## src/rtl/score_engine.sv

```systemverilog
// End-of-game scorer: clamps time/attempt overruns, weights them with a
// serial shift-add multiplier, sums with the level bonus and tracks best scores.
module score_engine #(
  parameter int NUM_LEVELS = 3,
  parameter int LVL_W      = 2,
  parameter int SEC_W      = 6,
  parameter int CARD_W     = 6,
  parameter int PAIR_W     = 8,
  parameter int SCORE_W    = 14,
  parameter int CAP        = 33,
  parameter int CAP_W      = 6,
  parameter int WEIGHT     = 101,
  parameter logic [NUM_LEVELS*SCORE_W-1:0] LVL_BONUS = {14'd3300, 14'd1600, 14'd0},
  parameter logic [NUM_LEVELS*SEC_W-1:0]   LVL_GRACE = {6'd10, 6'd5, 6'd0}
) (
  input  logic               clk,
  input  logic               rst,
  input  logic               start,
  input  logic               abort,
  input  logic [LVL_W-1:0]   level,
  input  logic [CARD_W-1:0]  num_of_cards,
  input  logic [SEC_W-1:0]   seconds,
  input  logic [PAIR_W-1:0]  attempts,
  input  logic               clear_hiscore,
  input  logic [LVL_W-1:0]   hiscore_sel,
  output logic               busy,
  output logic               done,
  output logic               new_record,
  output logic [SCORE_W-1:0] points,
  output logic [SCORE_W-1:0] hiscore
);

  // state   | meaning
  // IDLE    | waiting for start; clear_hiscore honoured here only
  // CLAMP   | derive clamped time and attempt overruns
  // MUL_T   | shift-add WEIGHT*tm over CAP_W cycles
  // MUL_P   | shift-add WEIGHT*pm over CAP_W cycles
  // SUM     | bonus plus both partial scores, saturated
  // DONE    | publish points, update best-score table
  typedef enum logic [2:0] {S_IDLE, S_CLAMP, S_MUL_T, S_MUL_P, S_SUM, S_DONE} state_t;

  localparam int PART_MAX = CAP * WEIGHT;
  localparam int SUM_W    = SCORE_W + 2;

  state_t              state_q, state_d;
  logic [LVL_W-1:0]    lvl_q, lvl_d;
  logic [CARD_W-1:0]   cards_q, cards_d;
  logic [SEC_W-1:0]    sec_q, sec_d;
  logic [PAIR_W-1:0]   att_q, att_d;
  logic [CAP_W-1:0]    pm_q, pm_d, mplier_q, mplier_d, cnt_q, cnt_d;
  logic [SCORE_W-1:0]  shift_q, shift_d, acc_q, acc_d;
  logic [SCORE_W-1:0]  tp_q, tp_d, pp_q, pp_d, sum_q, sum_d;
  logic [SCORE_W-1:0]  points_q, points_d;
  logic                done_q, done_d, new_record_q, new_record_d;
  logic [SCORE_W-1:0]  table_q [NUM_LEVELS];
  logic [SCORE_W-1:0]  table_d [NUM_LEVELS];

  logic [SCORE_W-1:0]  bonus, best, prod_step, sum_sat;
  logic [SEC_W-1:0]    grace;
  logic [SEC_W:0]      t_diff;
  logic [PAIR_W:0]     p_diff, att_w, half_w;
  logic [CAP_W-1:0]    tm, pm;
  logic [SUM_W-1:0]    sum_w;

  always_comb begin
    bonus = '0;
    grace = '0;
    best  = '0;
    for (int i = 0; i < NUM_LEVELS; i++) begin
      if (lvl_q == LVL_W'(i)) begin
        bonus = LVL_BONUS[i*SCORE_W +: SCORE_W];
        grace = LVL_GRACE[i*SEC_W +: SEC_W];
        best  = table_q[i];
      end
    end
  end

  always_comb begin
    hiscore = '0;
    for (int i = 0; i < NUM_LEVELS; i++)
      if (hiscore_sel == LVL_W'(i)) hiscore = table_q[i];
  end

  // Overruns are computed one bit wider than their operands so they never wrap.
  always_comb begin
    t_diff = {1'b0, sec_q} - {1'b0, grace};
    if (sec_q <= grace)                    tm = '0;
    else if (t_diff > (SEC_W+1)'(CAP))     tm = CAP_W'(CAP);
    else                                   tm = CAP_W'(t_diff);
    att_w  = (PAIR_W+1)'(att_q);
    half_w = (PAIR_W+1)'(cards_q >> 1);
    p_diff = att_w - half_w;
    if (att_w <= half_w)                   pm = '0;
    else if (p_diff > (PAIR_W+1)'(CAP))    pm = CAP_W'(CAP);
    else                                   pm = CAP_W'(p_diff);
  end

  assign prod_step = acc_q + (mplier_q[0] ? shift_q : '0);
  assign sum_w = SUM_W'(bonus) + SUM_W'(PART_MAX) - SUM_W'(tp_q)
               + SUM_W'(PART_MAX) - SUM_W'(pp_q);
  assign sum_sat = (|sum_w[SUM_W-1:SCORE_W]) ? '1 : sum_w[SCORE_W-1:0];

  always_comb begin
    state_d      = state_q;
    lvl_d        = lvl_q;
    cards_d      = cards_q;
    sec_d        = sec_q;
    att_d        = att_q;
    pm_d         = pm_q;
    mplier_d     = mplier_q;
    cnt_d        = cnt_q;
    shift_d      = shift_q;
    acc_d        = acc_q;
    tp_d         = tp_q;
    pp_d         = pp_q;
    sum_d        = sum_q;
    points_d     = points_q;
    done_d       = 1'b0;
    new_record_d = 1'b0;
    table_d      = table_q;
    case (state_q)
      S_IDLE: begin
        if (start) begin
          lvl_d   = (int'(level) >= NUM_LEVELS) ? '0 : level;
          cards_d = num_of_cards;
          sec_d   = seconds;
          att_d   = attempts;
          state_d = S_CLAMP;
        end else if (clear_hiscore) begin
          for (int i = 0; i < NUM_LEVELS; i++) table_d[i] = '0;
        end
      end
      S_CLAMP: begin
        mplier_d = tm;
        pm_d     = pm;
        shift_d  = SCORE_W'(WEIGHT);
        acc_d    = '0;
        cnt_d    = CAP_W'(CAP_W - 1);
        state_d  = S_MUL_T;
      end
      S_MUL_T, S_MUL_P: begin
        acc_d    = prod_step;
        mplier_d = mplier_q >> 1;
        shift_d  = shift_q << 1;
        cnt_d    = cnt_q - 1'b1;
        if (cnt_q == '0) begin
          // Reload the multiplier for the attempt product, or move on to SUM.
          mplier_d = pm_q;
          shift_d  = SCORE_W'(WEIGHT);
          acc_d    = '0;
          cnt_d    = CAP_W'(CAP_W - 1);
          if (state_q == S_MUL_T) begin
            tp_d    = prod_step;
            state_d = S_MUL_P;
          end else begin
            pp_d    = prod_step;
            state_d = S_SUM;
          end
        end
      end
      S_SUM: begin
        sum_d   = sum_sat;
        state_d = S_DONE;
      end
      S_DONE: begin
        points_d = sum_q;
        done_d   = 1'b1;
        if (sum_q > best) begin
          new_record_d = 1'b1;
          for (int i = 0; i < NUM_LEVELS; i++)
            if (lvl_q == LVL_W'(i)) table_d[i] = sum_q;
        end
        state_d = S_IDLE;
      end
      default: state_d = S_IDLE;
    endcase
    if (state_q != S_IDLE && abort) begin
      state_d      = S_IDLE;
      points_d     = points_q;
      done_d       = 1'b0;
      new_record_d = 1'b0;
      table_d      = table_q;
    end
  end

  always_ff @(posedge clk or negedge rst) begin
    if (!rst) begin
      state_q      <= S_IDLE;
      lvl_q        <= '0;
      cards_q      <= '0;
      sec_q        <= '0;
      att_q        <= '0;
      pm_q         <= '0;
      mplier_q     <= '0;
      cnt_q        <= '0;
      shift_q      <= '0;
      acc_q        <= '0;
      tp_q         <= '0;
      pp_q         <= '0;
      sum_q        <= '0;
      points_q     <= '0;
      done_q       <= 1'b0;
      new_record_q <= 1'b0;
      for (int i = 0; i < NUM_LEVELS; i++) table_q[i] <= '0;
    end else begin
      state_q      <= state_d;
      lvl_q        <= lvl_d;
      cards_q      <= cards_d;
      sec_q        <= sec_d;
      att_q        <= att_d;
      pm_q         <= pm_d;
      mplier_q     <= mplier_d;
      cnt_q        <= cnt_d;
      shift_q      <= shift_d;
      acc_q        <= acc_d;
      tp_q         <= tp_d;
      pp_q         <= pp_d;
      sum_q        <= sum_d;
      points_q     <= points_d;
      done_q       <= done_d;
      new_record_q <= new_record_d;
      for (int i = 0; i < NUM_LEVELS; i++) table_q[i] <= table_d[i];
    end
  end

  assign busy       = (state_q != S_IDLE);
  assign done       = done_q;
  assign new_record = new_record_q;
  assign points     = points_q;

endmodule

```

## config.mk

```make
export PLATFORM = sky130hd
export DESIGN_NAME = score_engine
export DESIGN_NICKNAME = d
export VERILOG_FILES = /design/src/rtl/score_engine.sv
export SDC_FILE = /design/constraint.sdc
export NUM_CORES = 1
export LEC_CHECK = 0
export CORE_MARGIN = 1
export CORE_UTILIZATION = 55
export DETAILED_ROUTE_END_ITERATION = 12
export PLACE_DENSITY = 0.81
export SETUP_SLACK_MARGIN = 0.4
export SYNTH_ARGS = -nofsm -noshare
export SYNTH_HDL_FRONTEND = slang
export SYNTH_SLANG_ARGS = --single-unit
export TNS_END_PERCENT = 30
```

## constraint.sdc

```tcl
create_clock -name clk -period 11.8 [get_ports clk]
set_input_delay 2.36 -clock clk [delete_from_list [all_inputs] [get_ports clk]]
set_output_delay 2.36 -clock clk [all_outputs]
set_load 0.02 [all_outputs]
```

==> flow_metrics.py, run 1 <==
metrics = {
    "layout": {
        "final_net_count": 1150,
        "layout-drive-gt1-share": 0.115,
        "diodes": 0,
        "syn2layout_area_growth_pct": 12.6,
    },
    "placement": {
        "gp_congestion": 0.882,
        "place_ws_ns": 4.38,
        "hpwl_um": 15300,
        "portBuffers": 58,
    },
    "floorplan": {
        "die_area_mm2": 0.0191,
        "initial_utilization": 0.564,
        "core_mm2": 0.0181,
        "die_h_um": 138,
        "die_x_um": 138,
        "io_pins": 60,
        "rows": 49,
    },
    "pwr": {
        "power.density_mw_per_mm2": 219,
        "p_leak_nw": 5.28,
        "ir_drop_v": 0.000137,
    },
    "drt": {
        "drt_first_pass_iters": 10,
        "avgViaCountPerCell": 6.09,
        "drt_iter0_drc": 714,
        "drt-total-wl_um": 22500,
        "drc": 10,
        "post_drt_wl_per_cell_um": 17.6,
        "final_antenna_net_count": 0,
        "vias": 7771,
    },
    "clock_tree": {
        "cts_buffers": 17,
        "post_cts_resized": 0,
        "cts_tree": "yes",
        "clockRootBuffer": "clkbuf_16",
        "clk_latency_ns": 0.43,
        "hold_buffers": 0,
        "clk_pin_slew_ns": 0.07,
        "clockBufferDepth": 2,
        "post_cts_buffers": 0,
        "clock_sinks": 170,
        "htreeDepth": 4,
    },
    "sta": {
        "tns_ns": 0,
        "fmax_ghz": 0.134,
        "worst_slack_ns": 4.32,
        "period_share": 0.634,
        "max-slew-margin-rel": 0.185,
        "tightest_slew_ns": 1.22,
        "fin_skew_ns": 0.00778,
        "final-setup-viol-count": 0,
        "slew_violations": 0,
        "rsz0062_at_grt": "no",
        "hold_viol": 0,
        "timing.final.crit_period_ns": 7.48,
    },
    "global_routing": {
        "grt_max_degree": 106,
        "grt_usage": 0.246,
        "grt_pass1_wl_um": 38100,
        "overflow": 0,
        "grt_pass1_vias": 7644,
        "antenna_found_initial": 0,
    },
    "worst_setup_path": {
        "critPathArrivalTime_ns": 5.12,
        "path_cells": "clkdlybuf4s50_1, nor2b_1, nand2_1, o21ai_0, clkdlybuf4s50_1",
        "crit_top_cell": "clkdlybuf4s50_1",
        "cp_slowest_stage_delay_ns": 1.02,
        "path_buf_inv": 2,
        "worst_setup_path_end_kind": "output port",
        "crit_type": "input pin to output port",
        "critical-path-top-delay-family": "buffers and inverters",
        "worstPathMaxFanout": 15,
        "cp_slowest_cell": "nor2b_1",
        "required_ns": 9.44,
        "worst_setup_path_start_kind": "input pin",
    },
    "run": {
        "cap_violations": 0,
    },
    "yosys": {
        "synth-seq-area-share": 0.417,
        "synth_edf_count": 0,
        "synth_ff_type": "dfrtp_1",
        "ys_types": 77,
        "syn_area_per_cell_um2": 10.3,
        "synth_area_leaders": "dfrtp_1 (42%), ha_1 (9.0%), mux2_2 (5.4%)",
        "ys_warn_count": 0,
        "synthMostInstantiatedCell": "dfrtp_1",
        "async_reset_ff_frac": 1.00,
        "synth_top_cell_by_area": "dfrtp_1",
        "netlist_area_mm2": 0.0102,
        "syn-instance-count": 993,
        "syn_nets": 1107,
        "yosys-top-cells-count": "dfrtp_1 (170), ha_1 (73), nand2_1 (67), nor2_1 (67), a21oi_1 (66)",
        "synth.top_cell.area_share": 0.417,
        "synth_seq_cells": 170,
    },
    "worst_hold_path": {
        "hp-class": "flop to flop",
    },
    "run_status": {
        "outcome": "finished, violations left",
        "violations": "design-rule violations",
    },
}
[cells by family after synthesis]
kind of cell / share of synthesized area
DFF: 0.417
and+or+nand+nor: 0.120
muxes: 0.0737
adders and majority gates: 0.113
AOI/OAI and AO/OA: 0.212
xor gates and xnor gates: 0.0206
buffers and inverters: 0.0434
[power by group]
| part | switching [W] | total [W] | internal, W |
|---|---|---|---|
| clock network | 0.000239 | 0.000537 | 0.000298 |
| registers | 0.000117 | 0.000811 | 0.000695 |
| logic | 0.000679 | 0.00116 | 0.000483 |
[path summary, 6_finish.rpt]
kind / from / to / slack, ns / cells past startpoint
min in group asynchronous: rst / table_q[23]$_DFFE_PN0P_ / 2.03 / 1
max in group asynchronous: rst / table_q[5]$_DFFE_PN0P_ / 8.42 / 2
max reg2reg: lvl_q[1]$_DFFE_PN0P_ / table_q[3]$_DFFE_PN0P_ / 7.07 / 14
min: cnt_q[0]$_DFFE_PN0P_ / cnt_q[0]$_DFFE_PN0P_ / 0.48 / 1
min reg2reg: cnt_q[0]$_DFFE_PN0P_ / cnt_q[0]$_DFFE_PN0P_ / 0.48 / 1
max: hiscore_sel[1] / hiscore[1] / 4.32 / 5
[cells in the final DEF (no fill, tap or decap), types with 6 or more instances in the layout]
master / count
nand3_1: 22
xor2_1: 11
o21bai_1: 8
fa_1: 12
o21ai_0: 51
clkbuf_16: 17
inv_1: 64
a21o_1: 17
ha_1: 73
nor3_1: 9
a22o_1: 43
xnor2_1: 13
buf_4: 6
and3_1: 21
o31ai_1: 6
clkdlybuf4s50_1: 57
o22ai_1: 15
a211oi_1: 14
mux2i_1: 20
nand2_1: 67
nor2_1: 67
dfrtp_1: 170
a21oi_1: 66
mux2_2: 49
o2bb2ai_1: 15
and2_1: 17
nor2b_1: 8
a22o_2: 8
[sequential cells by signal, indices dropped and copies added, names as in the netlist, 8 cells and up]
signal and cells:
points 14, att_q 8, pp_q 14, sum_q 14, acc_q 14, table_q 42
tp_q 14, shift_q 14
[through the flow]
| stage | hold slack, ns | utilization | area, um^2 | cells | total power [W] |
|---|---|---|---|---|---|
| floorplan | 0.448 | - | 10200 | 993 | 0.00170 |
| global placement | 0.465 | 0.604 | 10900 | 1246 | 0.00193 |
| detailed placement | 0.472 | 0.604 | 10900 | 1246 | 0.00196 |
| CTS | 0.488 | 0.635 | 11500 | 1277 | 0.00251 |
| global route | 0.525 | 0.635 | 11500 | 1277 | 0.00270 |
| finish | 0.482 | 0.635 | 11500 | 1277 | 0.00251 |
[layer usage]
layer  track usage  wire length [um]  share of wire  up-vias
met4        0.0875               520          0.023        0
li1              -                 -              -     3718
met5             0                 0              0        -
met3        0.0416              1010          0.045       37
met2         0.407             10900           0.48      216
met1         0.329             10100           0.45     3800
[worst reg2reg max path: stages, from the launching register on]
cell,delay [ns]
dfrtp_1,0.38
inv_1,0.10
ha_1,0.77
inv_1,0.54
and3_1,0.35
a21oi_1,0.13
nor2_1,0.06
a21oi_1,0.16
ha_1,0.27
a21o_1,0.20
a21oi_2,0.15
o221ai_2,0.13
a221o_1,0.45
o311ai_4,0.71
a22o_2,0.28
[final cells by class]
| type | instances | area [um^2] |
|---|---|---|
| fill | 1407 | 6600 |
| tap | 229 | 287 |
| clock inverter | 12 | 119 |
| clock buffer | 19 | 443 |
| inverter | 64 | 240 |
| sequential | 170 | 4250 |
| timing repair buffer | 64 | 627 |
| multi-input combinational | 719 | 5520 |
Note: power is estimated with default switching activity, not from simulation.
==> run 2, diff against run 1 <==
- clock period: 11.8 -> 7.2 ns (I/O delays scaled with it)
==> run 2 against run 1 <==
Effect of this change:
- the flow still finishes with violations (design-rule violations)
- via count rose by 2.1%
- global-route usage rose by 0.91 points
- critical path depth rose by 1
- sequential share of layout area fell by 0.22 points
- final cell count did not move
- hold slack improved by 0.0014 ns
- routed wire length rose by 3.4%
- worst setup slack got worse by 2.3 ns
- critical path type unchanged
- critical endpoint is now hiscore[5]
- highest routed layer unchanged
==> flow_metrics.py, run 2 (synthesized netlist as in run 1, its figures left out) <==
metrics = {
    "clock_tree": {
        "clockBufferDepth": 2,
        "cts_tree": "yes",
        "cts_buffers": 17,
        "clock_sinks": 170,
        "htreeDepth": 4,
        "hold_buffers": 0,
        "clk_latency_ns": 0.44,
        "clk_pin_slew_ns": 0.07,
        "clockRootBuffer": "clkbuf_16",
        "post_cts_resized": 0,
        "post_cts_buffers": 0,
    },
    "worst_setup_path": {
        "critPathArrivalTime_ns": 3.79,
        "worstSetupPathDepth": 6,
        "crit_type": "input pin to output port",
        "worst_setup_path_start_kind": "input pin",
        "worstPathMaxFanout": 15,
        "worstReg2RegEnd": "table_q[16]$_DFFE_PN0P_",
        "cp_slowest_stage_delay_ns": 0.93,
        "path_cells": "clkdlybuf4s50_1, nor2b_1, buf_4, nand2_1, o21ai_0, clkdlybuf4s50_1",
        "rr_worst_depth": 14,
        "crit_end": "hiscore[5]",
        "crit_top_cell": "clkdlybuf4s50_1",
        "r2r_start": "lvl_q[1]$_DFFE_PN0P_",
        "path_buf_inv": 3,
        "required_ns": 5.76,
        "critical_path.startpoint": "hiscore_sel[0]",
        "critical-path-top-delay-family": "buffers and inverters",
        "r2r_slack_ns": 2.34,
        "cp_slowest_cell": "clkdlybuf4s50_1",
        "worst_setup_path_end_kind": "output port",
    },
    "floorplan": {
        "die_area_mm2": 0.0191,
        "core_mm2": 0.0181,
        "initial_utilization": 0.564,
        "die_h_um": 138,
        "io_pins": 60,
        "rows": 49,
        "die_x_um": 138,
    },
    "pwr": {
        "ir_drop_v": 0.000246,
        "power.density_mw_per_mm2": 369,
        "p_leak_nw": 5.30,
    },
    "layout": {
        "layout-drive-gt1-share": 0.115,
        "final_net_count": 1150,
        "largest_reg_flops": 42,
        "finalInstanceArea_mm2": 0.0116,
        "final_common_cell": "dfrtp_1",
        "regArea_mm2": 0.00425,
        "mostFrequentLayoutCells": "dfrtp_1 (170), ha_1 (73), nand2_1 (67), nor2_1 (67), a21oi_1 (66)",
        "instances_no_fill": 1277,
        "multi_input_area_mm2": 0.00552,
        "diodes": 0,
        "largest_register": "table_q",
        "syn2layout_area_growth_pct": 13.3,
        "fillers": 1401,
    },
    "run": {
        "cap_violations": 0,
    },
    "global_routing": {
        "overflow": 0,
        "grt_usage": 0.255,
        "grt_max_degree": 103,
        "grt_pass1_vias": 7766,
        "antenna_found_initial": 0,
        "grt_pass1_wl_um": 39100,
    },
    "sta": {
        "tns_ns": 0,
        "slew_violations": 0,
        "fmax_ghz": 0.191,
        "rsz0062_at_grt": "no",
        "timing.final.crit_period_ns": 5.23,
        "tightest_slew_ns": 1.11,
        "period_share": 0.726,
        "max-slew-margin-rel": 0.258,
        "final-setup-viol-count": 0,
        "fin_skew_ns": 0.00878,
        "hold_viol": 0,
    },
    "placement": {
        "hpwl_um": 15600,
        "post-place-cells": 1246,
        "gp_congestion": 0.866,
        "portBuffers": 58,
        "placed_cell_area_mm2": 0.0109,
    },
    "drt": {
        "avgViaCountPerCell": 6.22,
        "drc": 10,
        "post_drt_wl_per_cell_um": 18.2,
        "drt-total-wl_um": 23300,
        "drt_iter0_drc": 669,
        "final_antenna_net_count": 0,
        "drt_first_pass_iters": 12,
        "vias": 7938,
    },
    "worst_hold_path": {
        "hp-class": "flop to flop",
    },
    "run_status": {
        "violations": "design-rule violations",
        "outcome": "finished, violations left",
    },
}
## run 2: worst min-delay path by stage
stage	end	startpoint	slack, ns	cells past startpoint
6_report	pm_q[2]$_DFFE_PN0P_	pm_q[2]$_DFFE_PN0P_	0.48	2
5_1_grt	mplier_q[3]$_DFFE_PN0P_	mplier_q[3]$_DFFE_PN0P_	0.51	2
4_1_cts	pm_q[2]$_DFFE_PN0P_	pm_q[2]$_DFFE_PN0P_	0.49	2
3_5_place_dp	pm_q[2]$_DFFE_PN0P_	pm_q[2]$_DFFE_PN0P_	0.47	2
2_1_floorplan	pm_q[3]$_DFFE_PN0P_	pm_q[3]$_DFFE_PN0P_	0.45	2
3_3_place_gp	mplier_q[5]$_DFFE_PN0P_	mplier_q[5]$_DFFE_PN0P_	0.47	2
## run 2: area by class of cell
cell class	instances	area share
flip-flops and latches	170	0.368
clock buffers	18	0.0380
inverters	64	0.0208
repair buffers	64	0.0542
clock inverters	13	0.0166
well taps	229	0.0248
multi-input cells	719	0.478
## run 2: power breakdown
group / internal, W / switching, W / leakage [nW]
combinational: 0.000800 / 0.00115 / 2.74
sequential: 0.00114 / 0.000192 / 2.26
clock: 0.000591 / 0.000398 / 0.299
## run 2: stage by stage
stage | hold slack (ns) | setup WS [ns] | power, W | util
finish | 0.483 | 1.97 | 0.00427 | 0.639
global route | 0.515 | 1.85 | 0.00456 | 0.639
CTS | 0.488 | 2.02 | 0.00426 | 0.639
detailed placement | 0.472 | 2.01 | 0.00323 | 0.604
global placement | 0.467 | 2.08 | 0.00316 | 0.604
floorplan | 0.448 | 2.96 | 0.00278 | -
## run 2: worst min-delay path, stage by stage, from the launching register on
cell,delay (ns)
dfrtp_1,0.35
nand2_1,0.05
o21ai_0,0.06
## run 2: per-layer routing
| metal | wire length [um] | vias up | global-route usage |
|---|---|---|---|
| met5 | 0 | - | 0 |
| met4 | 702 | 0 | 0.105 |
| met3 | 1250 | 54 | 0.0447 |
| met2 | 11200 | 276 | 0.415 |
| met1 | 10100 | 3891 | 0.339 |
| li1 | - | 3717 | - |
==> run 3, diff against run 2 <==
- PLACE_DENSITY: 0.81 -> 0.83
- clock period: 7.2 -> 4.6 ns (I/O delays scaled with it)
==> run 3 against run 2 <==
Effect of this change:
- the flow still finishes with violations (design-rule violations)
- cell area up 0.13%
- final cell count grew 0.47%
- critical path type is now flop to flop
- largest cell class unchanged
- total power up 53%
==> flow_metrics.py, run 3 (synthesized netlist as in run 1, its figures left out) <==
metrics = {
    "run_status": {
        "outcome": "finished, violations left",
        "violations": "design-rule violations",
    },
    "sta": {
        "rsz0062_at_grt": "no",
        "fmax_ghz": 0.259,
        "hold_slack_ns": 0.488,
        "max-slew-margin-rel": 0.327,
        "fin_skew_ns": 0.0118,
        "tns_ns": 0,
        "worst_slack_ns": 0.743,
        "timing.final.crit_period_ns": 3.86,
        "slew_violations": 0,
        "final-setup-viol-count": 0,
        "tightest_slew_ns": 1.01,
        "hold_viol": 0,
        "period_share": 0.838,
    },
    "clock_tree": {
        "clock_sinks": 170,
        "clk_latency_ns": 0.43,
        "cts_buffers": 17,
        "clk_pin_slew_ns": 0.06,
        "clockBufferDepth": 2,
        "cts_tree": "yes",
        "htreeDepth": 4,
        "clockRootBuffer": "clkbuf_16",
        "hold_buffers": 0,
    },
    "floorplan": {
        "initial_utilization": 0.564,
        "io_pins": 60,
        "die_x_um": 138,
        "die_h_um": 138,
        "die_area_mm2": 0.0191,
        "rows": 49,
        "core_mm2": 0.0181,
    },
    "worst_setup_path": {
        "worstPathMaxFanout": 14,
        "r2r_start": "lvl_q[0]$_DFFE_PN0P_",
        "crit_type": "flop to flop",
        "critPathArrivalTime_ns": 4.21,
        "rr_worst_depth": 13,
        "r2r_slack_ns": 0.74,
        "worst_setup_path_end_kind": "flop",
        "required_ns": 4.95,
        "critical_path.startpoint": "lvl_q[0]$_DFFE_PN0P_",
        "worst_setup_path_start_kind": "flop",
        "crit_end": "sum_q[11]$_DFFE_PN0P_",
        "worstReg2RegEnd": "sum_q[11]$_DFFE_PN0P_",
    },
    "layout": {
        "final_core_util": 0.640,
        "mostFrequentLayoutCells": "dfrtp_1 (170), ha_1 (73), nand2_1 (67), nor2_1 (67), a21oi_1 (66)",
        "diodes": 0,
        "regArea_mm2": 0.00425,
        "largest_register": "table_q",
        "largest_reg_flops": 42,
        "fillers": 1380,
        "syn2layout_area_growth_pct": 13.4,
        "layout-drive-gt1-share": 0.120,
        "final_common_cell": "dfrtp_1",
        "final_net_count": 1155,
        "multi_input_area_mm2": 0.00553,
    },
    "global_routing": {
        "grt_pass1_vias": 7863,
        "overflow": 0,
        "grt_pass1_wl_um": 38600,
        "grt_usage": 0.250,
        "antenna_found_initial": 0,
        "grt_max_degree": 94,
    },
    "pwr": {
        "p_leak_nw": 5.32,
        "ir_drop_v": 0.000348,
        "power.density_mw_per_mm2": 564,
        "fin_total_pwr_w": 0.00653,
    },
    "worst_hold_path": {
        "hp-class": "flop to flop",
    },
    "placement": {
        "hpwl_um": 15800,
        "place_ws_ns": 0.567,
        "portBuffers": 58,
        "gp_congestion": 0.875,
    },
    "drt": {
        "drc": 12,
        "drt_first_pass_iters": 11,
        "post_drt_wl_per_cell_um": 17.8,
        "avgViaCountPerCell": 6.20,
        "final_antenna_net_count": 0,
        "vias": 7958,
        "drt-total-wl_um": 22900,
        "drt_iter0_drc": 630,
    },
    "run": {
        "cap_violations": 0,
    },
}
-- run 3: changes by cell type in the layout (fill, tap and decap cells not counted) --
| cell | before | now |
|---|---|---|
| a211oi_2 | 2 | 1 |
| buf_4 | 6 | 10 |
| clkinv_4 | 2 | 4 |
| inv_6 | 3 | 2 |
| clkbuf_1 | 0 | 1 |
| clkinv_2 | 1 | 2 |
| bufinv_16 | 4 | 2 |
| a211oi_4 | 0 | 1 |
| buf_12 | 0 | 1 |
-- run 3: how the worst min path moves through the flow --
stage / cells after the start / startpoint / end / slack [ns]
6_report: 2 / mplier_q[5]$_DFFE_PN0P_ / mplier_q[5]$_DFFE_PN0P_ / 0.49
4_1_cts: 1 / cnt_q[0]$_DFFE_PN0P_ / cnt_q[0]$_DFFE_PN0P_ / 0.49
3_3_place_gp: 2 / pp_q[2]$_DFFE_PN0P_ / pp_q[2]$_DFFE_PN0P_ / 0.47
2_1_floorplan: 2 / pm_q[3]$_DFFE_PN0P_ / pm_q[3]$_DFFE_PN0P_ / 0.45
3_5_place_dp: 2 / pm_q[4]$_DFFE_PN0P_ / pm_q[4]$_DFFE_PN0P_ / 0.48
5_1_grt: 1 / cnt_q[0]$_DFFE_PN0P_ / cnt_q[0]$_DFFE_PN0P_ / 0.52
-- run 3: per-layer routing --
layer | part of all wire | GRT usage
met5 | 0 | 0
met4 | 0.028 | 0.108
met3 | 0.059 | 0.0398
met2 | 0.49 | 0.424
met1 | 0.42 | 0.319
-- run 3: area by class of cell --
| cell class | count | area share |
|---|---|---|
| clock buffers | 19 | 0.0383 |
| clock inverters | 13 | 0.0125 |
| flip-flops and latches | 170 | 0.368 |
| multi-input cells | 719 | 0.478 |
| repair buffers | 69 | 0.0585 |
| well taps | 229 | 0.0248 |
| inverters | 64 | 0.0208 |
-- run 3: timing repair --
action,CTS,global route
resized for setup,0,1
setup buffers,0,0
hold endpoints to repair,0,0
setup endpoints to repair,0,14
-- run 3: metrics by stage --
step / cells / cell area (um^2)
6_report: 1283 / 11600
5_1_grt: 1283 / 11600
4_1_cts: 1283 / 11600
3_5_place_dp: 1251 / 11000
3_3_place_gp: 1251 / 11000
2_1_floorplan: 993 / 10200
-- run 3: worst max-delay path, stage by stage, from the launching register on --
cell      delay [ns]
dfrtp_1         0.38
inv_1           0.10
ha_1            0.19
inv_1           0.20
fa_1            0.59
inv_1           0.05
ha_1            0.22
fa_1            0.43
a211oi_1        0.29
o21ai_1         0.19
a21o_1          0.22
a211oi_4        0.56
o21ai_0         0.20
o22ai_1         0.15
-- run 3: power breakdown --
| group | switching [W] | leakage, nW | internal [W] |
|---|---|---|---|
| sequential | 0.000302 | 2.26 | 0.00178 |
| combinational | 0.00177 | 2.78 | 0.00125 |
| clock | 0.000616 | 0.280 | 0.000818 |
